`src/rtl/debug_display_scanner.sv`:
```
// debug_display_scanner
// Picks one of NUM_CH probe channels and drives a registered hex display word.
// Three scan modes: manual select, auto-scan with a programmable dwell, and
// single-step on a rising edge of step. Also provides freeze (snapshot),
// an enable override and an out-of-range flag.
module debug_display_scanner #(
   parameter int                NUM_CH       = 16,
   parameter int                DATA_W       = 32,
   parameter int                SEL_W        = 4,
   parameter int                DWELL_CYCLES = 50000000,
   parameter logic [DATA_W-1:0] IDLE_PATTERN = DATA_W'(32'h0000F0F0)
) (
   input  logic                     clock,
   input  logic                     reset,
   input  logic                     enable_n,
   input  logic [1:0]               mode,
   input  logic [SEL_W-1:0]         select,
   input  logic                     step,
   input  logic                     freeze,
   input  logic [NUM_CH*DATA_W-1:0] ch_data,
   output logic [DATA_W-1:0]        hex_display,
   output logic [SEL_W-1:0]         cur_channel,
   output logic                     sel_err,
   output logic                     ch_change
);

   typedef enum logic [1:0] {
      MODE_MANUAL = 2'b00,
      MODE_AUTO   = 2'b01,
      MODE_STEP   = 2'b10,
      MODE_RSVD   = 2'b11
   } mode_t;

   localparam int                NUM_SLOTS = 2 ** SEL_W;
   localparam int                CNT_W     = (DWELL_CYCLES > 1) ? $clog2(DWELL_CYCLES) : 1;
   localparam logic [CNT_W-1:0]  CNT_LAST  = CNT_W'(DWELL_CYCLES - 1);
   localparam logic [SEL_W-1:0]  CH_LAST   = SEL_W'(NUM_CH - 1);

   // Every encodable index gets a slot; indices past NUM_CH read the idle word
   // and are marked invalid so the error flag needs no magnitude compare.
   logic [DATA_W-1:0] slot_data  [NUM_SLOTS];
   logic              slot_valid [NUM_SLOTS];

   for (genvar k = 0; k < NUM_SLOTS; k++) begin : g_slot
      if (k < NUM_CH) begin : g_live
         assign slot_data[k]  = ch_data[k*DATA_W +: DATA_W];
         assign slot_valid[k] = 1'b1;
      end else begin : g_idle
         assign slot_data[k]  = IDLE_PATTERN;
         assign slot_valid[k] = 1'b0;
      end
   end

   logic [DATA_W-1:0] hex_q, hex_d;
   logic [SEL_W-1:0]  cur_q, cur_d;
   logic              err_q, err_d;
   logic              chg_q, chg_d;
   logic [CNT_W-1:0]  cnt_q, cnt_d;
   logic              step_q;

   mode_t             mode_s;
   logic [SEL_W-1:0]  next_ch_s;
   logic              step_rise_s;

   assign mode_s      = mode_t'(mode);
   // Out-of-range indices also wrap to channel 0 on the next advance.
   assign next_ch_s   = (cur_q >= CH_LAST) ? '0 : cur_q + SEL_W'(1);
   assign step_rise_s = step & ~step_q;

   // Next-state selection: enable override, then freeze, then the scan mode.
   always_comb begin
      cur_d = cur_q;
      cnt_d = cnt_q;
      hex_d = hex_q;
      err_d = err_q;
      if (enable_n) begin
         cnt_d = '0;
         hex_d = IDLE_PATTERN;
         err_d = 1'b0;
      end else if (freeze) begin
         cnt_d = cnt_q;
      end else begin
         case (mode_s)
            MODE_AUTO: begin
               if (cnt_q == CNT_LAST) begin
                  cnt_d = '0;
                  cur_d = next_ch_s;
               end else begin
                  cnt_d = cnt_q + CNT_W'(1);
               end
            end
            MODE_STEP: begin
               cnt_d = '0;
               if (step_rise_s) begin
                  cur_d = next_ch_s;
               end else begin
                  cur_d = cur_q;
               end
            end
            MODE_MANUAL, MODE_RSVD: begin
               cnt_d = '0;
               cur_d = select;
            end
            default: begin
               cnt_d = '0;
               cur_d = select;
            end
         endcase
         // Display follows the index being registered on this edge, never the old one.
         hex_d = slot_data[cur_d];
         err_d = ~slot_valid[cur_d];
      end
      chg_d = (cur_d != cur_q);
   end

   // State and output registers; the step history always tracks the input.
   always_ff @(posedge clock or posedge reset) begin
      if (reset) begin
         hex_q  <= IDLE_PATTERN;
         cur_q  <= '0;
         err_q  <= 1'b0;
         chg_q  <= 1'b0;
         cnt_q  <= '0;
         step_q <= 1'b0;
      end else begin
         hex_q  <= hex_d;
         cur_q  <= cur_d;
         err_q  <= err_d;
         chg_q  <= chg_d;
         cnt_q  <= cnt_d;
         step_q <= step;
      end
   end

   assign hex_display = hex_q;
   assign cur_channel = cur_q;
   assign sel_err     = err_q;
   assign ch_change   = chg_q;

endmodule

```
`config.mk`:
```
export PLATFORM = sky130hd
export DESIGN_NAME = debug_display_scanner
export DESIGN_NICKNAME = d
export VERILOG_FILES = /design/src/rtl/debug_display_scanner.sv
export SDC_FILE = /design/constraint.sdc
export NUM_CORES = 1
export LEC_CHECK = 0
export BUFFER_PORTS_ARGS = -buffer_cell sky130_fd_sc_hd__buf_4
export CORE_AREA = 2 2 220 222
export CTS_BUF_LIST = sky130_fd_sc_hd__clkbuf_4
export DETAILED_ROUTE_END_ITERATION = 10
export DIE_AREA = 0 0 222 224
export PLACE_DENSITY = 0.37
export SLEW_MARGIN = 20
export SYNTH_ARGS = -nofsm -noshare
export SYNTH_HDL_FRONTEND = slang
export SYNTH_SLANG_ARGS = --single-unit
export TNS_END_PERCENT = 1
```
`constraint.sdc`:
```
create_clock -name clock -period 3.5 [get_ports clock]
set_input_delay 0.875 -clock clock [delete_from_list [all_inputs] [get_ports clock]]
set_output_delay 0.875 -clock clock [all_outputs]
set_load 0.02 [all_outputs]
```
==> results.toml, run 1 <==
[outcome]
status = "finished, final reports clean"

[floorplan]
io_pins = 561
die_area_um2 = 49700
die_height_um = 224
fp-row-count = 80
core_region_area_um2 = 47300
fp.dieW_um = 222
start_util_pct = 16.5

[yosys]
synth-seq-area-share_pct = 20.6
synth_top_cells_by_area = "dfrtp_1 (18%), nand2_1 (17%), mux2i_1 (16%)"
async_flop_share_pct = 100
synth_edf_count = 0
synth_top_area_share_pct = 17.9
synth_top_family_by_area = "simple AND/OR/NAND/NOR gates"
ys.flop_type = "dfrtp_1"
muxShareOfSynthArea_pct = 17.6
synth-compound-area-share_pct = 22.3
synth_fa_ha_area_share_pct = 0.799
synth_top_area_cell = "dfrtp_1"
synth-simple-area-share_pct = 30.9
syn_avg_cell_area_um2 = 6.84
synth.ff_latch_count = 64
mappedNetlistArea_um2 = 7830
ys_types = 68
yosys_warnings = 0
synth_xor_area_share_pct = 1.34
synth_nets = 1673
synthCells = 1145

[setup_path]
arrival_ns = 3.71
crit_required_ns = 3.89
path_max_fanout = 20
cp_top_family = "simple AND/OR/NAND/NOR gates"
critPathSlowestCell = "or4_4"
crit_path_max_incr_delay_ns = 0.44
endpoint_kind = "register"
cp_cell_sequence = "ha_1 -> nand4_2 -> or3_4 -> or4_4 -> a31oi_4 -> buf_12 -> buf_4 -> mux2_2 -> a22o_1 -> nor3_1"
cp-start-kind = "register"
critPathKind = "register to register"
worst-path-buf-inv = 2

[timing]
max_freq_mhz = 301
hold_violations = 0
layout_min_cycle_time_ns = 3.32
slew_viol_final = 0
tns_ns = 0
setup_viol = 0
worst_pin_slew_ns = 0.934
final.setup_skew_ns = 0.0242
fin_hold_ws_ns = 0.420
maxSlewHeadroom_pct = 37.7
post-route-worst-setup-slack_ns = 0.178
fin_crit_sh_pct = 94.9
grt_setup_unrepaired = "yes"

[layout]
area_growth_pct = 69.8
final_area_um2 = 13300
fin_util_pct = 28.1
final_cells = 2309
n_fill_cell = 5269
drive_above_1_share_pct = 40.6
nets = 2216

[clock_tree]
h-tree-depth = 3
clk_pin_slew_ns = 0.13
cts_root_buf = "clkbuf_4"
cts.sinks = 64
cts_buffers = 9
tritoncts = "yes"
ctsLongestPathBuffers = 2
clk_latency_ns = 0.47

[pwr]
power.density_nw_per_um2 = 281
peakVddDrop_v = 0.000175
p_leak_nw = 6.34
total_power_mw = 3.74

[place]
port_buffers = 559
routabilityCongestion = 0.888
place_ws_ns = -0.0595
dp_hpwl_um = 41400
postPlaceCellArea_um2 = 13100
dp.cells = 2290

[drt]
ant_nets = 0
firstDrtPassIters = 5
wirelength_um = 50700
drt-initial-drc-count = 538
wl_per_cell_um = 22.0
via_per_inst = 4.59
via_count = 10600
drc = 0

[global_route]
grt_max_degree = 90
grt_remaining_overflow = 0
antenna_found_initial = 2
grt_pass1_vias = 11000
grt_first_pass_wirelength_um = 73500
grt_usage_pct = 19.7

[hold_path]
worstHoldPathType = "input pin to async pin"

[run]
cap_violations = 0
[cell usage in the layout (no fill, tap or decap), types with 4 or more instances in the layout]
| cell type | instances |
|---|---|
| a22oi_1 | 14 |
| dfstp_2 | 8 |
| o21ai_0 | 83 |
| a32o_1 | 5 |
| o2111ai_1 | 18 |
| o31ai_1 | 12 |
| mux2_2 | 10 |
| o221ai_1 | 6 |
| nand3_1 | 43 |
| xnor2_1 | 8 |
| ha_1 | 5 |
| dfrtp_1 | 56 |
| nor2_1 | 38 |
| buf_12 | 22 |
| and3_1 | 8 |
| clkbuf_4 | 9 |
| nor3_1 | 10 |
| o2bb2ai_1 | 5 |
| a22o_1 | 6 |
| xor2_1 | 4 |
| nand4_1 | 44 |
| inv_1 | 6 |
| buf_4 | 604 |
| nor2b_1 | 6 |
| nand2_1 | 364 |
| a21boi_1 | 5 |
| mux2i_1 | 122 |
| and2_1 | 4 |
| a21oi_1 | 96 |
| nand2_2 | 4 |
| o22ai_1 | 4 |
[synthesized netlist by cell type (all sizes together) (5+ instances only)]
| cell type | count |
|---|---|
| a22o | 6 |
| a21boi | 6 |
| inv | 7 |
| mux2i | 124 |
| nor2b | 7 |
| a22oi | 14 |
| nor3 | 11 |
| dfstp | 8 |
| o2111ai | 19 |
| nand3 | 44 |
| o31ai | 12 |
| xnor2 | 8 |
| nand2 | 368 |
| o2bb2ai | 5 |
| nand4 | 45 |
| a21oi | 96 |
| o221ai | 7 |
| mux2 | 12 |
| and3 | 8 |
| ha | 5 |
| nor2 | 41 |
| clkbuf | 30 |
| a32o | 5 |
| o21ai | 86 |
| dfrtp | 56 |
| buf | 64 |
[timing repair]
item	in CTS	in global routing
gates resized for setup	0	4
hold buffers	0	0
setup buffers	0	2
endpoints found under the setup margin	0	9
[per-layer routing]
metal	part of all wire (%)	global-route usage (%)	vias up
li1	-	-	5178
met1	44	25.5	5092
met2	50	34.3	313
met3	5.4	4.12	21
met4	0.98	2.79	0
met5	0	0	-
[layout make-up]
type | count | area (um^2) | area share, %
multi-input combinational | 980 | 5780 | 43.5
timing repair buffer | 626 | 4970 | 37.4
sequential | 64 | 1610 | 12.1
tap | 615 | 769 | 5.79
clock buffer | 9 | 67.6 | 0.508
clock inverter | 7 | 62.6 | 0.470
inverter | 7 | 27.5 | 0.207
antenna | 1 | 2.50 | 0.0188
[power breakdown]
group          switching (mW)  internal (mW)
clock network           0.337          0.210
logic                    1.22           1.08
registers              0.0574          0.825
total                    1.62           2.12
[flip-flops by register name (all words and copies together), names as in the netlist]
| name | count |
|---|---|
| cur_channel | 4 |
| hex_display | 32 |
| cnt_q | 26 |
| step_q | 1 |
| ch_change | 1 |
[final timing paths]
| kind | from | to | slack [ns] | cells past startpoint |
|---|---|---|---|---|
| min in group clock | cnt_q[6]$_DFFE_PP0P_ | cnt_q[6]$_DFFE_PP0P_ | 0.49 | 1 |
| max in group asynchronous | reset | hex_display[4]$_DFFE_PP1P_ | 2.31 | 3 |
| max reg2reg | cnt_q[0]$_DFFE_PP0P_ | hex_display[7]$_DFFE_PP1P_ | 0.18 | 10 |
| min reg2reg | cnt_q[6]$_DFFE_PP0P_ | cnt_q[6]$_DFFE_PP0P_ | 0.49 | 1 |
| min | reset | cnt_q[4]$_DFFE_PP0P_ | 0.42 | 2 |
| max | cnt_q[0]$_DFFE_PP0P_ | hex_display[7]$_DFFE_PP1P_ | 0.18 | 10 |
[worst reg2reg max path: stages, from the launching register on]
cell	delay [ns]
dfrtp_1	0.42
ha_1	0.24
nand4_2	0.19
or3_4	0.43
or4_4	0.44
a31oi_4	0.22
buf_12	0.22
buf_4	0.28
mux2_2	0.40
a22o_1	0.24
nor3_1	0.16
[kinds of logic (layout without fill, tap and decap cells)]
kind of cell | after synthesis | in the layout
adders and majority gates | 5 | 5
DFF | 64 | 64
AOI/OAI and AO/OA | 279 | 279
buffers and inverters | 101 | 649
other | 1 | 2
and+or+nand+nor | 547 | 547
muxes | 136 | 136
xor gates and xnor gates | 12 | 12
Power figures use the tool's default switching activity.
==> inputs of run 2 (changes only) <==
--- a/config.mk
+++ b/config.mk
@@ -5,6 +5,7 @@
 export SDC_FILE = /design/constraint.sdc
 export NUM_CORES = 1
 export LEC_CHECK = 0
+export ABC_CLOCK_PERIOD_IN_PS = 3380
 export BUFFER_PORTS_ARGS = -buffer_cell sky130_fd_sc_hd__buf_4
 export CORE_AREA = 2 2 220 222
 export CTS_BUF_LIST = sky130_fd_sc_hd__clkbuf_4
==> constraint.sdc (replaced) <==
create_clock -name clock -period 3.38 [get_ports clock]
set_input_delay 0.845 -clock clock [delete_from_list [all_inputs] [get_ports clock]]
set_output_delay 0.845 -clock clock [all_outputs]
set_load 0.02 [all_outputs]
==> results.toml, run 2 (same netlist as run 1, synthesis figures left out) <==
[outcome]
status = "finished, final reports clean"

[clock_tree]
clk_pin_slew_ns = 0.14
cts_root_buf = "clkbuf_4"
cts_buffers = 9
ctsLongestPathBuffers = 2
h-tree-depth = 3
tritoncts = "yes"
clk_latency_ns = 0.49
cts.sinks = 64

[global_route]
grt_max_degree = 73
grt_usage_pct = 19.9
grt_first_pass_wirelength_um = 73700
grt_pass1_vias = 10900
antenna_found_initial = 2
grt_remaining_overflow = 0

[pwr]
peakVddDrop_v = 0.000123
power.density_nw_per_um2 = 288
p_leak_nw = 6.44

[layout]
nets = 2236
fin_util_pct = 28.4
final_cells = 2329
area_growth_pct = 71.6
final_cell_mix = "buf_4 (622), nand2_1 (364), mux2i_1 (124)"
drive_above_1_share_pct = 41.3
largest_register_ffs = 32
layout_commonest_cell = "buf_4"

[run]
cap_violations = 0

[drt]
firstDrtPassIters = 4
drc = 0
ant_nets = 0
drt-initial-drc-count = 551
via_per_inst = 4.59
wl_per_cell_um = 22.1
via_count = 10700
wirelength_um = 51400

[timing]
worst_pin_slew_ns = 0.920
fin_crit_sh_pct = 95.5
slew_viol_final = 0
final.setup_skew_ns = 0.0352
hold_violations = 0
max_freq_mhz = 310
grt_setup_unrepaired = "no"
layout_min_cycle_time_ns = 3.23
maxSlewHeadroom_pct = 38.6
setup_viol = 0

[setup_path]
critPathKind = "register to register"
crit_required_ns = 3.78
cp-startpoint = "cnt_q[0]$_DFFE_PP0P_"
rr_worst_depth = 10
cp-start-kind = "register"
reg2reg_slack_ns = 0.15
r2r-end = "hex_display[7]$_DFFE_PP1P_"
r2r_start = "cnt_q[0]$_DFFE_PP0P_"
endpoint_kind = "register"
path_max_fanout = 14
arrival_ns = 3.63

[place]
dp.cells = 2311
dp_hpwl_um = 41900
routabilityCongestion = 0.900
port_buffers = 559

[floorplan]
die_area_um2 = 49700
fp-row-count = 80
die_height_um = 224
start_util_pct = 16.5
io_pins = 561
core_region_area_um2 = 47300
fp.dieW_um = 222

[hold_path]
worstHoldPathType = "input pin to async pin"
## run 2: cell count changes in the layout (fill, tap and decap cells not counted), sizes merged
cell,delta
buf,+20
bufinv,-1
clkbuf,+4
clkinv,-1
clkinvlp,-2
## run 2: per-stage QoR
| step | area [um^2] | setup slack (ns) | setup TNS (ns) | hold slack, ns | power (mW) |
|---|---|---|---|---|---|
| 2_1_floorplan | 7830 | 0.313 | 0 | 0.443 | 2.10 |
| 3_3_place_gp | 13300 | -0.154 | -1.21 | 0.465 | 3.37 |
| 3_5_place_dp | 13300 | -0.180 | -1.42 | 0.471 | 3.36 |
| 4_1_cts | 13400 | 0.0874 | 0 | 0.356 | 3.93 |
| 5_1_grt | 13400 | 0.00280 | 0 | 0.374 | 4.15 |
| 6_report | 13400 | 0.151 | 0 | 0.394 | 3.88 |
## run 2: worst max path at each step
stage	to	slack [ns]	depth (start not counted)
after floorplan	hex_display[12]$_DFFE_PP1P_	0.31	12
after global placement	hex_display[18]$_DFFE_PP0P_	-0.15	12
after detailed placement	hex_display[18]$_DFFE_PP0P_	-0.18	12
after CTS	hex_display[20]$_DFFE_PP0P_	0.09	10
after global routing	hex_display[1]$_DFFE_PP0P_	0.003	11
final	hex_display[7]$_DFFE_PP1P_	0.15	10
## run 2: timing repair
item / 4_1_cts / 5_1_grt
endpoints found under the setup margin: 1 / 11
hold buffers: 0 / 0
pin swaps: 1 / 0
buffers inserted: 1 / 0
resized for setup: 0 / 5
## run 2: area by class of cell
cell class / instances / area [um^2]
Antenna cell: 1 / 2.50
Multi-Input combinational cell: 980 / 5780
Inverter: 7 / 27.5
Clock inverter: 3 / 12.5
Fill cell: 5325 / 33900
Clock buffer: 13 / 97.6
Tap cell: 615 / 769
Sequential cell: 64 / 1610
Timing Repair Buffer: 646 / 5140
## run 2: power breakdown
group / switching [mW] / leakage, nW / internal (mW)
clock: 0.352 / 0.0669 / 0.179
sequential: 0.0520 / 0.839 / 0.855
combinational: 1.29 / 5.53 / 1.15
total: 1.69 / 6.44 / 2.19
## run 2: per-layer routing
layer	track usage, %	wire (um)	up-vias
met5	0	0	-
met4	2.64	342	0
met3	4.62	3000	18
met2	34.5	25400	308
met1	25.7	22600	5149
li1	-	-	5213
## run 2: critical path: stages, from the launching register on
cell and delay, ns:
dfrtp_1 0.43, ha_2 0.23, nand4_2 0.16, or3_4 0.43
or4_4 0.44, a31oi_4 0.27, buf_12 0.21, buf_12 0.16
mux2_2 0.38, a22o_1 0.25, nor3_2 0.13
==> inputs of run 3 (changes only) <==
--- a/config.mk
+++ b/config.mk
@@ -5,7 +5,7 @@
 export SDC_FILE = /design/constraint.sdc
 export NUM_CORES = 1
 export LEC_CHECK = 0
-export ABC_CLOCK_PERIOD_IN_PS = 3380
+export ABC_CLOCK_PERIOD_IN_PS = 3400
 export BUFFER_PORTS_ARGS = -buffer_cell sky130_fd_sc_hd__buf_4
 export CORE_AREA = 2 2 220 222
 export CTS_BUF_LIST = sky130_fd_sc_hd__clkbuf_4
==> constraint.sdc (replaced) <==
create_clock -name clock -period 3.4 [get_ports clock]
set_input_delay 0.85 -clock clock [delete_from_list [all_inputs] [get_ports clock]]
set_output_delay 0.85 -clock clock [all_outputs]
set_load 0.02 [all_outputs]
==> results.toml, run 3 (same netlist as run 1, synthesis figures left out) <==
[place]
place_ws_ns = -0.145
dp.cells = 2308
dp_hpwl_um = 41600
routabilityCongestion = 0.899
postPlaceCellArea_um2 = 13300
port_buffers = 559

[floorplan]
fp.dieW_um = 222
die_area_um2 = 49700
fp-row-count = 80
die_height_um = 224
core_region_area_um2 = 47300
io_pins = 561
start_util_pct = 16.5

[drt]
via_per_inst = 4.56
wl_per_cell_um = 21.8
drc = 0
firstDrtPassIters = 5
wirelength_um = 50800
via_count = 10600
ant_nets = 0
drt-initial-drc-count = 566

[clock_tree]
clk_latency_ns = 0.46
tritoncts = "yes"
clk_pin_slew_ns = 0.14
cts.sinks = 64
holdBufCountCts = 0
ctsLongestPathBuffers = 2
cts_root_buf = "clkbuf_4"
cts_buffers = 9
h-tree-depth = 3

[global_route]
grt_pass1_vias = 10700
antenna_found_initial = 3
grt_first_pass_wirelength_um = 72500
grt_usage_pct = 19.5
grt_remaining_overflow = 0
grt_max_degree = 71

[pwr]
internal_power_mw = 2.36
p_leak_nw = 6.45
seq_power_share_pct = 22.3
p_sw_share_pct = 41.4
switchingPower_mw = 1.66
power_frac_comb_pct = 60.0
peakVddDrop_v = 0.000125
power.density_nw_per_um2 = 298
clockPowerShare_pct = 17.6

[setup_path]
crit_path_end = "hex_display[20]$_DFFE_PP0P_"
cp_top_family = "compound AO/OA/AOI/OAI gates"
path_max_fanout = 28
rr_worst_depth = 12
crit_required_ns = 3.73
worst-path-buf-inv = 3
cp_cell_sequence = "ha_1 -> a31oi_1 -> mux2_2 -> a221oi_1 -> buf_4 -> a311oi_4 -> buf_12 -> buf_12 -> mux2i_1 -> mux2i_1 -> o2111ai_1 -> nand4_1"
reg2reg_slack_ns = 0.19
cp-startpoint = "cur_channel[0]$_DFF_PP0_"
arrival_ns = 3.54
crit_path_max_incr_delay_ns = 0.41
r2r_start = "cur_channel[0]$_DFF_PP0_"
endpoint_kind = "register"
critPathSlowestCell = "dfrtp_1"
critPathKind = "register to register"
r2r-end = "hex_display[20]$_DFFE_PP0P_"
cp-start-kind = "register"
crit_cells = 12

[layout]
final_cell_mix = "buf_4 (620), nand2_1 (364), mux2i_1 (124)"
final_cells = 2326
nets = 2233
final_area_um2 = 13500
area_growth_pct = 72.0
layout_commonest_cell = "buf_4"
n_fill_cell = 5275
drive_above_1_share_pct = 41.1
largest_register_ffs = 32

[timing]
layout_min_cycle_time_ns = 3.21
fin_crit_sh_pct = 94.5
maxSlewHeadroom_pct = 37.3
slew_viol_final = 0
hold_violations = 0
final.setup_skew_ns = 0.0264
max_freq_mhz = 311
grt_setup_unrepaired = "no"
post-route-worst-setup-slack_ns = 0.185
setup_viol = 0
worst_pin_slew_ns = 0.940

[hold_path]
worstHoldPathType = "input pin to async pin"

[outcome]
status = "finished, final reports clean"

[run]
cap_violations = 0
run 3: cell count changes in the layout (fill, tap and decap cells not counted), sizes merged:
| cell | before | now |
|---|---|---|
| buf | 646 | 643 |
| diode | 1 | 2 |
| clkinv | 4 | 3 |
| clkbuf | 13 | 9 |
| bufinv | 0 | 3 |
| inv | 6 | 7 |
run 3: how the worst min path moves through the flow:
stage / to / from / cells after the start
after floorplan: cnt_q[15]$_DFFE_PP0P_ / cnt_q[15]$_DFFE_PP0P_ / 1
after global placement: hex_display[0]$_DFFE_PP0P_ / hex_display[0]$_DFFE_PP0P_ / 2
after detailed placement: hex_display[21]$_DFFE_PP0P_ / hex_display[21]$_DFFE_PP0P_ / 2
after CTS: hex_display[28]$_DFFE_PP0P_ / reset / 2
after global routing: hex_display[20]$_DFFE_PP0P_ / reset / 2
final: hex_display[20]$_DFFE_PP0P_ / reset / 2
run 3: final cells by class:
class	instances	area, um^2	area share, %
clock inverter	6	108	0.799
multi-input combinational	980	5780	42.9
tap	615	769	5.71
timing repair buffer	643	5110	37.9
inverter	7	27.5	0.204
clock buffer	9	67.6	0.501
antenna	2	5.00	0.0371
sequential	64	1610	12.0
run 3: routing by layer:
metal / share of wire [%] / track usage, % / routed length [um]
met3: 5.7 / 4.59 / 2910
met4: 0.99 / 2.90 / 503
met2: 50 / 33.8 / 25200
met5: 0 / 0 / 0
met1: 44 / 25.0 / 22100
run 3: through the flow:
step / utilization, % / setup TNS (ns) / hold slack (ns) / power [mW]
finish: 28.5 / 0 / 0.427 / 4.02
global route: 28.5 / 0 / 0.424 / 4.28
CTS: 28.4 / 0 / 0.405 / 4.08
detailed placement: 28.0 / -0.797 / 0.475 / 3.33
global placement: 28.0 / -0.661 / 0.465 / 3.34
floorplan: - / 0 / 0.443 / 2.09
run 3: what timing repair did:
action / in CTS / in global routing
gates resized for setup: 0 / 5
pin swaps: 1 / 0
setup endpoints to repair: 2 / 8
setup buffers: 1 / 0
run 3: worst reg2reg max path, stage by stage (launching register included):
cell and delay (ns):
dfrtp_1 0.41, ha_1 0.25, a31oi_1 0.34, mux2_2 0.22, a221oi_1 0.07, buf_4 0.16, a311oi_4 0.30, buf_12 0.17
buf_12 0.21, mux2i_1 0.29, mux2i_1 0.11, o2111ai_1 0.40, nand4_1 0.14
run 3: power groups by stage:
| stage | registers [mW] | clock network [mW] | logic (mW) |
|---|---|---|---|
| final | 0.898 | 0.710 | 2.41 |
| after global routing | 0.908 | 0.771 | 2.61 |
| after global placement | 0.911 | 0 | 2.43 |
| after floorplan | 1.00 | 0 | 1.09 |
| after CTS | 0.897 | 0.746 | 2.44 |
| after detailed placement | 0.909 | 0 | 2.42 |
